$ cat config.mk
export PLATFORM = sky130hd
export DESIGN_NAME = tx_stream_gate_stats
export DESIGN_NICKNAME = d
export VERILOG_FILES = /design/src/rtl/tx_stream_gate_stats.sv
export SDC_FILE = /design/constraint.sdc
export NUM_CORES = 1
export LEC_CHECK = 0
export CAP_MARGIN = 20
export CELL_PAD_IN_SITES_DETAIL_PLACEMENT = 1
export CELL_PAD_IN_SITES_GLOBAL_PLACEMENT = 2
export CORE_AREA = 4 4 383 385
export CTS_CLUSTER_DIAMETER = 40
export DETAILED_ROUTE_END_ITERATION = 8
export DIE_AREA = 0 0 387 389
export PLACE_DENSITY_LB_ADDON = 0.1
export SETUP_SLACK_MARGIN = 0.15
export SYNTH_ARGS = -nofsm -noshare
export SYNTH_HDL_FRONTEND = slang
export SYNTH_SLANG_ARGS = --single-unit
$ cat constraint.sdc
create_clock -name axi_aclk -period 23.5 [get_ports axi_aclk]
set_clock_uncertainty 0.05 [all_clocks]
set_input_delay 2.35 -clock axi_aclk [delete_from_list [all_inputs] [get_ports axi_aclk]]
set_output_delay 2.35 -clock axi_aclk [all_outputs]
set_load 0.05 [all_outputs]
$ cat src/rtl/tx_stream_gate_stats.sv
// Packet gate between the rate limiter and the MAC: forwards or drops whole packets
// through a registered AXI-Stream stage and keeps forwarded/dropped packet statistics.
module tx_stream_gate_stats #(
    parameter int C_M_AXIS_DATA_WIDTH  = 256,
    parameter int C_S_AXIS_DATA_WIDTH  = 256,
    parameter int C_M_AXIS_TUSER_WIDTH = 128,
    parameter int C_S_AXIS_TUSER_WIDTH = 128,
    parameter int C_S_AXI_DATA_WIDTH   = 32
) (
    input  logic                                axi_aclk,
    input  logic                                axi_reset,
    input  logic [C_S_AXIS_DATA_WIDTH-1:0]      s_axis_tdata,
    input  logic [C_S_AXIS_DATA_WIDTH/8-1:0]    s_axis_tstrb,
    input  logic [C_S_AXIS_TUSER_WIDTH-1:0]     s_axis_tuser,
    input  logic                                s_axis_tvalid,
    output logic                                s_axis_tready,
    input  logic                                s_axis_tlast,
    output logic [C_M_AXIS_DATA_WIDTH-1:0]      m_axis_tdata,
    output logic [C_M_AXIS_DATA_WIDTH/8-1:0]    m_axis_tstrb,
    output logic [C_M_AXIS_TUSER_WIDTH-1:0]     m_axis_tuser,
    output logic                                m_axis_tvalid,
    input  logic                                m_axis_tready,
    output logic                                m_axis_tlast,
    input  logic                                gate_en,
    input  logic                                clear_stats,
    output logic [C_S_AXI_DATA_WIDTH-1:0]       pkt_count,
    output logic [2*C_S_AXI_DATA_WIDTH-1:0]     byte_count,
    output logic [C_S_AXI_DATA_WIDTH-1:0]       drop_count,
    output logic [15:0]                         max_pkt_len
);

    localparam int STRB_W = C_S_AXIS_DATA_WIDTH / 8;
    localparam int BEAT_W = $clog2(STRB_W + 1);
    localparam int CNT_W  = C_S_AXI_DATA_WIDTH;
    localparam int BYTE_W = 2 * C_S_AXI_DATA_WIDTH;

    typedef enum logic [1:0] {SOF, PASS, DROP} state_e;

    state_e                            state_q, state_d;
    logic [15:0]                       len_q, len_d;
    logic [C_M_AXIS_DATA_WIDTH-1:0]    m_tdata_q, m_tdata_d;
    logic [C_M_AXIS_DATA_WIDTH/8-1:0]  m_tstrb_q, m_tstrb_d;
    logic [C_M_AXIS_TUSER_WIDTH-1:0]   m_tuser_q, m_tuser_d;
    logic                              m_tvalid_q, m_tvalid_d;
    logic                              m_tlast_q, m_tlast_d;
    logic [CNT_W-1:0]                  pkt_q, pkt_d, drop_q, drop_d;
    logic [BYTE_W-1:0]                 byte_q, byte_d;
    logic [15:0]                       max_q, max_d;

    logic [BEAT_W-1:0] beat_bytes;
    logic [16:0]       len_sum;
    logic [15:0]       len_acc;
    logic              s_ready, s_fire, fwd, drop_beat;

    // NOTE: every variable assigned in an always_comb gets a default first, so no path can infer a latch.
    always_comb begin
        beat_bytes = '0;
        for (int i = 0; i < STRB_W; i++) begin
            beat_bytes = beat_bytes + BEAT_W'(s_axis_tstrb[i]);
        end
        len_sum = {1'b0, len_q} + 17'(beat_bytes);
        len_acc = len_sum[16] ? 16'hFFFF : len_sum[15:0];
    end

    // DROP swallows beats unconditionally; otherwise accept only when the output slot frees up.
    always_comb begin
        s_ready = 1'b0;
        if (!axi_reset) begin
            s_ready = (state_q == DROP) ? 1'b1 : (!m_tvalid_q || m_axis_tready);
        end
        s_fire    = s_axis_tvalid && s_ready;
        fwd       = s_fire && ((state_q == PASS) || ((state_q == SOF) && gate_en));
        drop_beat = s_fire && !fwd;
    end

    always_comb begin
        state_d    = state_q;
        len_d      = len_q;
        m_tdata_d  = m_tdata_q;
        m_tstrb_d  = m_tstrb_q;
        m_tuser_d  = m_tuser_q;
        m_tvalid_d = m_tvalid_q;
        m_tlast_d  = m_tlast_q;
        pkt_d      = pkt_q;
        byte_d     = byte_q;
        drop_d     = drop_q;
        max_d      = max_q;

        if (s_fire) begin
            case (state_q)
                SOF:     if (!s_axis_tlast) state_d = gate_en ? PASS : DROP;
                default: if (s_axis_tlast)  state_d = SOF;
            endcase
        end

        if (fwd) begin
            len_d      = s_axis_tlast ? 16'd0 : len_acc;
            m_tdata_d  = s_axis_tdata;
            m_tstrb_d  = s_axis_tstrb;
            m_tuser_d  = s_axis_tuser;
            m_tlast_d  = s_axis_tlast;
            m_tvalid_d = 1'b1;
        end else if (m_axis_tready) begin
            m_tvalid_d = 1'b0;
        end

        if (fwd && s_axis_tlast) begin
            pkt_d  = pkt_q + CNT_W'(1);
            byte_d = byte_q + BYTE_W'(len_acc);
            if (len_acc > max_q) max_d = len_acc;
        end
        if (drop_beat && s_axis_tlast) begin
            drop_d = drop_q + CNT_W'(1);
        end

        // Clearing wins over any update in the same cycle but leaves packet tracking alone.
        if (clear_stats) begin
            pkt_d  = '0;
            byte_d = '0;
            drop_d = '0;
            max_d  = '0;
        end
    end

    // NOTE: sequential state uses non-blocking assignments so all flops see pre-edge values.
    always_ff @(posedge axi_aclk) begin
        if (axi_reset) begin
            state_q    <= SOF;
            len_q      <= '0;
            m_tdata_q  <= '0;
            m_tstrb_q  <= '0;
            m_tuser_q  <= '0;
            m_tvalid_q <= 1'b0;
            m_tlast_q  <= 1'b0;
            pkt_q      <= '0;
            byte_q     <= '0;
            drop_q     <= '0;
            max_q      <= '0;
        end else begin
            state_q    <= state_d;
            len_q      <= len_d;
            m_tdata_q  <= m_tdata_d;
            m_tstrb_q  <= m_tstrb_d;
            m_tuser_q  <= m_tuser_d;
            m_tvalid_q <= m_tvalid_d;
            m_tlast_q  <= m_tlast_d;
            pkt_q      <= pkt_d;
            byte_q     <= byte_d;
            drop_q     <= drop_d;
            max_q      <= max_d;
        end
    end

    assign s_axis_tready = s_ready;
    assign m_axis_tdata  = m_tdata_q;
    assign m_axis_tstrb  = m_tstrb_q;
    assign m_axis_tuser  = m_tuser_q;
    assign m_axis_tvalid = m_tvalid_q;
    assign m_axis_tlast  = m_tlast_q;
    assign pkt_count     = pkt_q;
    assign byte_count    = byte_q;
    assign drop_count    = drop_q;
    assign max_pkt_len   = max_q;

endmodule

After elaboration in Yosys (flattened, before gate mapping)

Cells that the tools add are included.

Register bits: 580
Latch bits: 0
RAM bits: 0
Memory bits (read-only): 0
Logic and storage cells: 76
Memories: 0

Add/sub/neg operators: 35
Multiply operators: 0
Divide/modulo/power cells: 0
Order comparisons: 1
Eq/ne operators: 3
Shifts and indexed selects: 0
Muxes and demuxes: 10
Bitwise gates (word level): 0
Reductions and logical operators: 16

Operator list:

| cell                  | number |
|---|---|
| $add 6x1->6           | 26 |
| $add 32x1->32 const B | 2 |
| $add 64x16->64        | 1 |
| $mux 16               | 2 |
| $add 16x6->17         | 1 |
| $gt 16x16->1          | 1 |
| $mux 2                | 4 |
| $add 5x1->6           | 1 |
| $logic_and 1x1->1     | 6 |
| $add 4x1->5           | 1 |
| $add 3x1->4           | 1 |
| $mux 1                | 4 |
| $reduce_bool 2->1     | 2 |
| $add 2x1->3           | 1 |
| $reduce_and 3->1      | 1 |
| $add 1x1->2           | 1 |
| $eq 2x1->1 const B    | 1 |
| $eq 2x2->1 const B    | 1 |
| $logic_not 1->1       | 2 |
| $logic_not 2->1       | 1 |
| $logic_or 1x1->1      | 2 |
| $ne 2x2->1 const B    | 1 |
| $reduce_and 2->1      | 1 |
| $reduce_or 2->1       | 1 |

Logic depth before layout (Yosys ltp)

Gate-level depths: netlist (run 1).

Depth after elaboration: 35
Gate-level depth with buffers: 27
Depth with buffers taken out: 26

Least setup slack after synthesis (run 1)

OpenSTA, ideal clock, no wires.

Path kind: input port to flip-flop
Start point: in s_axis_tstrb[0]
End point: reg byte_q[47] (netlist: byte_count[47])
Arrival: 9.068 ns
Required time: 23.380 ns
Slack: 14.312 ns
Stages on the path: 24
Buffers on the path: 1
Cells stage by stage: fa_1 > inv_1 > fa_1 > fa_1 > fa_1 > fa_1 > fa_1 > fa_1 > inv_1 > fa_1 > a211oi_1 > o21bai_1 > o21a_1 > nand3_1 > buf_2 > nand2_1 > ha_1 > a21oi_1 > o21a_1 > o21a_2 > a2111oi_4 > o211ai_1 > or3_1 > a21oi_1

Longest elaborated chain between the ends: 34

RTL lines:

| what                       | RTL line | source |
|---|---|---|
| start, declared            | 13       | `input logic [C_S_AXIS_DATA_WIDTH/8-1:0] s_axis_tstrb,` |
| $add 1x1->2                | 59       | `beat_bytes = beat_bytes + BEAT_W'(s_axis_tstrb[i]);` |
| $add 2x1->3                | 59       |  |
| $add 3x1->4                | 59       |  |
| $add 4x1->5                | 59       |  |
| $add 5x1->6                | 59       |  |
| $add 6x1->6 (26 in series) | 59       |  |
| $add 16x6->17              | 61       | `len_sum = {1'b0, len_q} + 17'(beat_bytes);` |
| $mux 16                    | 62       | `len_acc = len_sum[16] ? 16'hFFFF : len_sum[15:0];` |
| named net len_acc[8]       | 52       | `logic [15:0] len_acc;` |
| $add 64x16->64             | 109      | `byte_d = byte_q + BYTE_W'(len_acc);` |
| end signal, assigned       | 148      | `byte_q <= byte_d;` |
| end, declared              | 47       | `logic [BYTE_W-1:0] byte_q, byte_d;` |

The timed path passes the listed nets, and every way through them passes these cells.
A chain may end at the register's enable or synchronous reset.

Worst setup path after layout (run 1)

Start point: in s_axis_tstrb[19]
End point: reg byte_q[47] (netlist: byte_count[47])

Longest elaborated chain between the ends: 16

RTL lines:

| what                       | RTL line |
|---|---|
| $add 6x1->6 (13 in series) | 59 |
| $add 16x6->17              | 61 |
| $mux 16                    | 62 |
| named net len_acc[3]       | 52 |
| $add 64x16->64             | 109 |

The timed path passes the listed nets, and every way through them passes these cells.

==> results.yml, run 1 <==
logic_synthesis:
  seq_area_frac_synth_pct: 49.21
  synth.area.top_cells: "dfxtp_1 49%, nand2_1 15%, a21oi_1 10%"
  synth_edf_count: 0
  synth_largest_area_cell: "dfxtp_1"
  synth_cell_types: 62
  synth.cell_area_um2: 23600
  ys_dominant_reg_cell: "dfxtp_1"
  async_reset_ff_share_pct: 0
  avgSynthCellArea_um2: 7.985
  yosysTopAreaCellShare_pct: 49.21
  synth-seq-cells: 580
  synthCells: 2955
  syn_nets: 3454
  synth_warnings: 0
sta:
  setup_tns_ns: 0
  fmax_ghz: 0.09205
  slew_headroom_pct: 26.83
  worstMarginPinSlew_ns: 1.098
  rsz0062_at_grt: "no"
  final_hold_viol_count: 0
  slew_viol_final: 0
  finalSetupViolations: 0
  fin_crit_sh_pct: 46.23
  min_period_ns: 10.86
cells_and_area:
  final_common_cell: "clkdlybuf4s50_1"
  final_cell_mix: "984 x clkdlybuf4s50_1, 929 x nand2_1, 580 x dfxtp_1"
  n_fill_cell: 16570
  final_area_um2: 40910
  area_growth_syn_to_layout_pct: 73.36
  drive_above_1_share_pct: 7.536
  layout.nets: 4443
die:
  io_pins: 986
  initial_core_util_pct: 16.49
  die_y_um: 389
  core_um2: 143100
  die_w_um: 387
  die-area_um2: 150500
  rows: 139
place:
  dp_hpwl_um: 110000
  dpl-instance-area_um2: 35380
  io_buffers: 985
  place.gp.congestion: 0.8246
route:
  drc_errors: 0
  vias: 24680
  dr.pass1.iters: 4
  wl_um: 143100
  post_drt_wl_per_cell_um: 23.91
  ant_nets: 0
  vias_per_cell: 4.122
  drtIter0Drc: 1059
worst_setup_path:
  crit_fanout: 17
  cp_cell_sequence: "clkdlybuf4s50_1, fa_1, inv_1, fa_1, fa_1, fa_1, fa_1, fa_1, fa_1, inv_1, fa_1, a211oi_1, o21bai_1, o21a_1, nand3_1, o21ai_0, ha_1, nand3_1, nor2_1, o21ai_0, a2111oi_4, o211ai_1, or3_1, a21oi_1"
  critPathBufInv: 3
  critical_path.max_stage_delay_ns: 0.90
  cp-end-kind: "flop"
  arrival_ns: 11.47
  cp-start-kind: "input pin"
  path_class: "in -> reg"
  cp_top_family: "adder cells"
  critPathRequiredTime_ns: 24.11
  slowest_stage: "a2111oi_4"
  cp_common_cell: "fa_1"
cts:
  clk_latency_ns: 0.74
  clockBufferDepth: 3
  cts_resized: 0
  root_buffer: "clkbuf_16"
  clkSlewWorstSetupHoldPaths_ns: 0.04
  htreeDepth: 4
  cts_buffers: 156
  post-cts-setup-buffers: 0
  cts_tree: "done"
  clock-sinks: 580
  holdBufCountCts: 0
global_routing:
  grt_pass1_wl_um: 199400
  grt_max_degree: 192
  grt.overflow.total: 0
  grtUsageTotal_pct: 18.23
  first_global_vias: 25120
  antenna_found_initial: 54
power_and_ir_drop:
  powerDensity_nw_per_um2: 103.3
  p_leak_nw: 14.43
  ir_worst_vdd_v: 0.00008121
worst_hold_path:
  holdCritPathClass: "reg -> reg"
outcome:
  outcome: "finished clean"
run:
  max_cap_viol_count: 0
==> routing by layer <==
layer  global-route usage [%]  wire (um)  up-vias
met5                        0         46        -
met4                    4.090       3047        6
met3                    6.084       9591      233
met2                    32.71      72450      783
met1                    20.91      57970    11800
li1                         -          -    11850
==> power by group <==
part / internal [mW] / leakage [nW] / switching [mW] / total (mW)
clock: 1.52 / 2.71 / 0.688 / 2.21
sequential: 1.02 / 4.70 / 0.0204 / 1.04
combinational: 0.367 / 7.02 / 0.605 / 0.973
total: 2.91 / 14.4 / 1.31 / 4.23
==> stage by stage <==
stage / hold slack, ns / std cells / total power [mW] / util [%] / worst slack, ns
5_1_grt: 0.4156 / 5979 / 4.467 / 28.57 / 12.18
3_3_place_gp: 0.3918 / 5688 / 2.058 / 24.72 / 11.81
3_5_place_dp: 0.3962 / 5689 / 2.058 / 24.72 / 11.85
6_report: 0.4005 / 5986 / 4.226 / 28.58 / 12.64
2_1_floorplan: 0.4285 / 2955 / 1.668 / - / 14.31
4_1_cts: 0.4019 / 5977 / 4.323 / 28.56 / 12.65
==> worst paths after layout <==
| check | from | to | slack (ns) | cells after the start |
|---|---|---|---|---|
| setup / recovery | s_axis_tstrb[19] | byte_count[47] | 12.64 | 24 |
| setup reg to reg | len_q[0] | byte_count[47] | 14.86 | 22 |
| hold reg to reg | m_axis_tuser[2] | m_axis_tuser[2] | 0.40 | 2 |
| hold / removal | m_axis_tuser[2] | m_axis_tuser[2] | 0.40 | 2 |
==> cell families after synthesis <==
family / Yosys count / synth area share (%)
AND/OR/NAND/NOR: 1297 / 22.59
buffers and inverters: 256 / 4.242
XOR/XNOR: 101 / 3.749
multiplexers: 4 / 0.1697
AO/OA/AOI/OAI: 641 / 15.15
adder cells (fa/ha/maj): 76 / 4.889
flip-flops: 580 / 49.21
==> synthesized netlist by cell type, drive strengths merged, types with 2 or more instances <==
library cell	instances
a22oi	11
a21oi	487
o22a	2
and3	22
dfxtp	580
o21ai	48
o22ai	3
fa	27
nor2	155
a211oi	15
buf	39
a2111oi	8
and4	8
nand4	27
nor3b	2
o21ba	2
nor2b	5
o21a	15
nand2	930
a31oi	7
or3	30
nor4	9
clkbuf	140
a41oi	2
a21o	4
xor2	58
nand2b	5
or4	2
o211a	3
a311oi	2
and2	9
ha	49
nand3	60
or2	4
mux2i	4
o21bai	3
o2111ai	6
o31a	2
inv	77
nor3	27
xnor2	43
o211ai	14
==> registers in the layout (all words and copies together) (netlist names) <==
register and flops:
pkt_count 32, drop_count 32, m_axis_tvalid 1, max_pkt_len 16
byte_count 64, len_q 16, state_q 2, m_axis_tdata 256
m_axis_tstrb 32, m_axis_tuser 128, m_axis_tlast 1
==> area by class of cell <==
cell class / count / area, um^2 / area share (%)
flip-flops and latches: 580 / 11610 / 28.38
multi-input cells: 2119 / 11010 / 26.92
repair buffers: 1010 / 10090 / 24.67
clock buffers: 225 / 4583 / 11.20
well taps: 1903 / 2381 / 5.821
clock inverters: 63 / 917.1 / 2.242
inverters: 77 / 289.0 / 0.7066
diodes: 9 / 22.52 / 0.05506
==> worst register-to-register path: stages (launching register included) <==
cell	delay, ns
dfxtp_1	0.35
inv_1	0.12
fa_1	0.68
fa_1	0.48
fa_1	0.55
fa_1	0.44
fa_1	0.51
fa_1	0.20
inv_1	0.06
fa_1	0.43
a211oi_1	0.41
o21bai_1	0.19
o21a_1	0.21
nand3_1	0.61
o21ai_0	0.51
ha_1	0.52
nand3_1	0.09
nor2_1	0.27
o21ai_0	0.24
a2111oi_4	0.90
o211ai_1	0.25
or3_1	0.36
a21oi_1	0.14
No activity file was read; power rests on OpenSTA's default activity.
==> run 2, diff against run 1 <==
clock period = 9.8 ns   (was 23.5 ns; I/O delays follow)
==> run 2 against run 1 <==
Effect of this change: register-to-register slack worse by 13 ns; first-iteration DRC count down 0.38%; hold slack worse by 0.00082 ns; global-route usage about the same; final cell count about the same; largest cell class unchanged; sequential power up 140%; via count up 0.27%.
==> results.yml, run 2 (synthesis results as in run 1) <==
route:
  drtIter0Drc: 1055
  ant_nets: 0
  dr.pass1.iters: 4
  drc_errors: 0
  post_drt_wl_per_cell_um: 23.78
  wl_um: 142500
  vias: 24740
  vias_per_cell: 4.130
cells_and_area:
  final_area_um2: 41060
  final_common_cell: "clkdlybuf4s50_1"
  layout.nets: 4452
  area_growth_syn_to_layout_pct: 74.02
  final_cell_mix: "984 x clkdlybuf4s50_1, 929 x nand2_1, 580 x dfxtp_1"
  largest_reg_flops: 256
  fin_util_pct: 28.69
  final_cells: 5991
  drive_above_1_share_pct: 7.349
worst_setup_path:
  path_class: "in -> reg"
  critical_path.max_stage_delay_ns: 0.74
  cp-start-kind: "input pin"
  slowest_stage: "a311oi_1"
  cp_common_cell: "fa_1"
  cp-end-kind: "flop"
  critPathRequiredTime_ns: 10.38
  arrival_ns: 9.51
  crit_fanout: 13
cts:
  clockBufferDepth: 3
  root_buffer: "clkbuf_16"
  htreeDepth: 4
  clk_latency_ns: 0.75
  cts_buffers: 159
  post-cts-setup-buffers: 0
  clkSlewWorstSetupHoldPaths_ns: 0.04
  clock-sinks: 580
  cts_tree: "done"
  holdBufCountCts: 0
  cts_resized: 0
place:
  io_buffers: 985
  dp_slack_ns: 0.04753
  dpl-instance-area_um2: 35450
  placed_cells: 5695
  place.gp.congestion: 0.8371
  dp_hpwl_um: 109100
sta:
  worstMarginPinSlew_ns: 1.140
  whs_ns: 0.3996
  fin_crit_sh_pct: 91.09
  slew_headroom_pct: 23.98
  min_period_ns: 8.927
  fmax_ghz: 0.1120
  rsz0062_at_grt: "no"
  finalSetupViolations: 0
  setup_tns_ns: 0
  fin_ws_ns: 0.8729
  slew_viol_final: 0
  final_hold_viol_count: 0
power_and_ir_drop:
  intPower_mw: 7.056
  powerDensity_nw_per_um2: 249.5
  p_clk_share_pct: 52.6
  netSwitchingFraction_pct: 31.13
  p_comb_share_pct: 23.0
  total_power_mw: 10.25
  power.switching_mw: 3.190
  p_leak_nw: 14.48
  power_frac_seq_pct: 24.4
  ir_worst_vdd_v: 0.0001708
outcome:
  outcome: "finished clean"
worst_hold_path:
  holdCritPathClass: "reg -> reg"
global_routing:
  antenna_found_initial: 58
  grt_max_degree: 169
  grtUsageTotal_pct: 18.19
  first_global_vias: 25030
  grt.overflow.total: 0
  grt_pass1_wl_um: 198900
die:
  die-area_um2: 150500
  initial_core_util_pct: 16.49
  die_y_um: 389
  die_w_um: 387
  io_pins: 986
  rows: 139
  core_um2: 143100
run:
  max_cap_viol_count: 0
[run 2: path summary, 6_finish.rpt]
check	slack, ns	cells past startpoint	end	startpoint
worst max-delay path	0.87	25	byte_count[33]	s_axis_tstrb[19]
worst min-delay path	0.40	2	m_axis_tdata[105]	m_axis_tdata[105]
worst max register to register	1.81	23	byte_count[33]	len_q[0]
worst min register to register	0.40	2	m_axis_tdata[105]	m_axis_tdata[105]
[run 2: power by group through the flow]
stage	sequential (mW)	clock, mW	combinational [mW]
floorplan	2.79	0	1.21
global placement	2.54	0	2.46
detailed placement	2.54	0	2.43
CTS	2.50	5.56	2.44
global route	2.50	5.69	2.64
finish	2.50	5.39	2.36
[run 2: per-layer routing]
layer | track usage, % | up-vias | wire length (um)
met5 | 0 | - | 74
met4 | 4.734 | 12 | 3329
met3 | 6.003 | 240 | 9641
met2 | 32.24 | 759 | 71610
met1 | 20.98 | 11850 | 57830
li1 | - | 11880 | -
[run 2: critical path, delay by kind of cell]
| kind | cells | cell delay, ns |
|---|---|---|
| buf+inv | 4 | 0.90 |
| compound gates | 7 | 2.16 |
| fa+ha+maj | 9 | 4.25 |
| simple gates | 5 | 1.21 |
[run 2: area by class of cell]
class                   instances  area (um^2)
diodes                          6        15.01
clock buffers                 235         4616
clock inverters                55        977.2
fillers                     16530       102100
inverters                      77        289.0
multi-input cells            2119        11010
flip-flops and latches        580        11610
well taps                    1903         2381
repair buffers               1016        10160
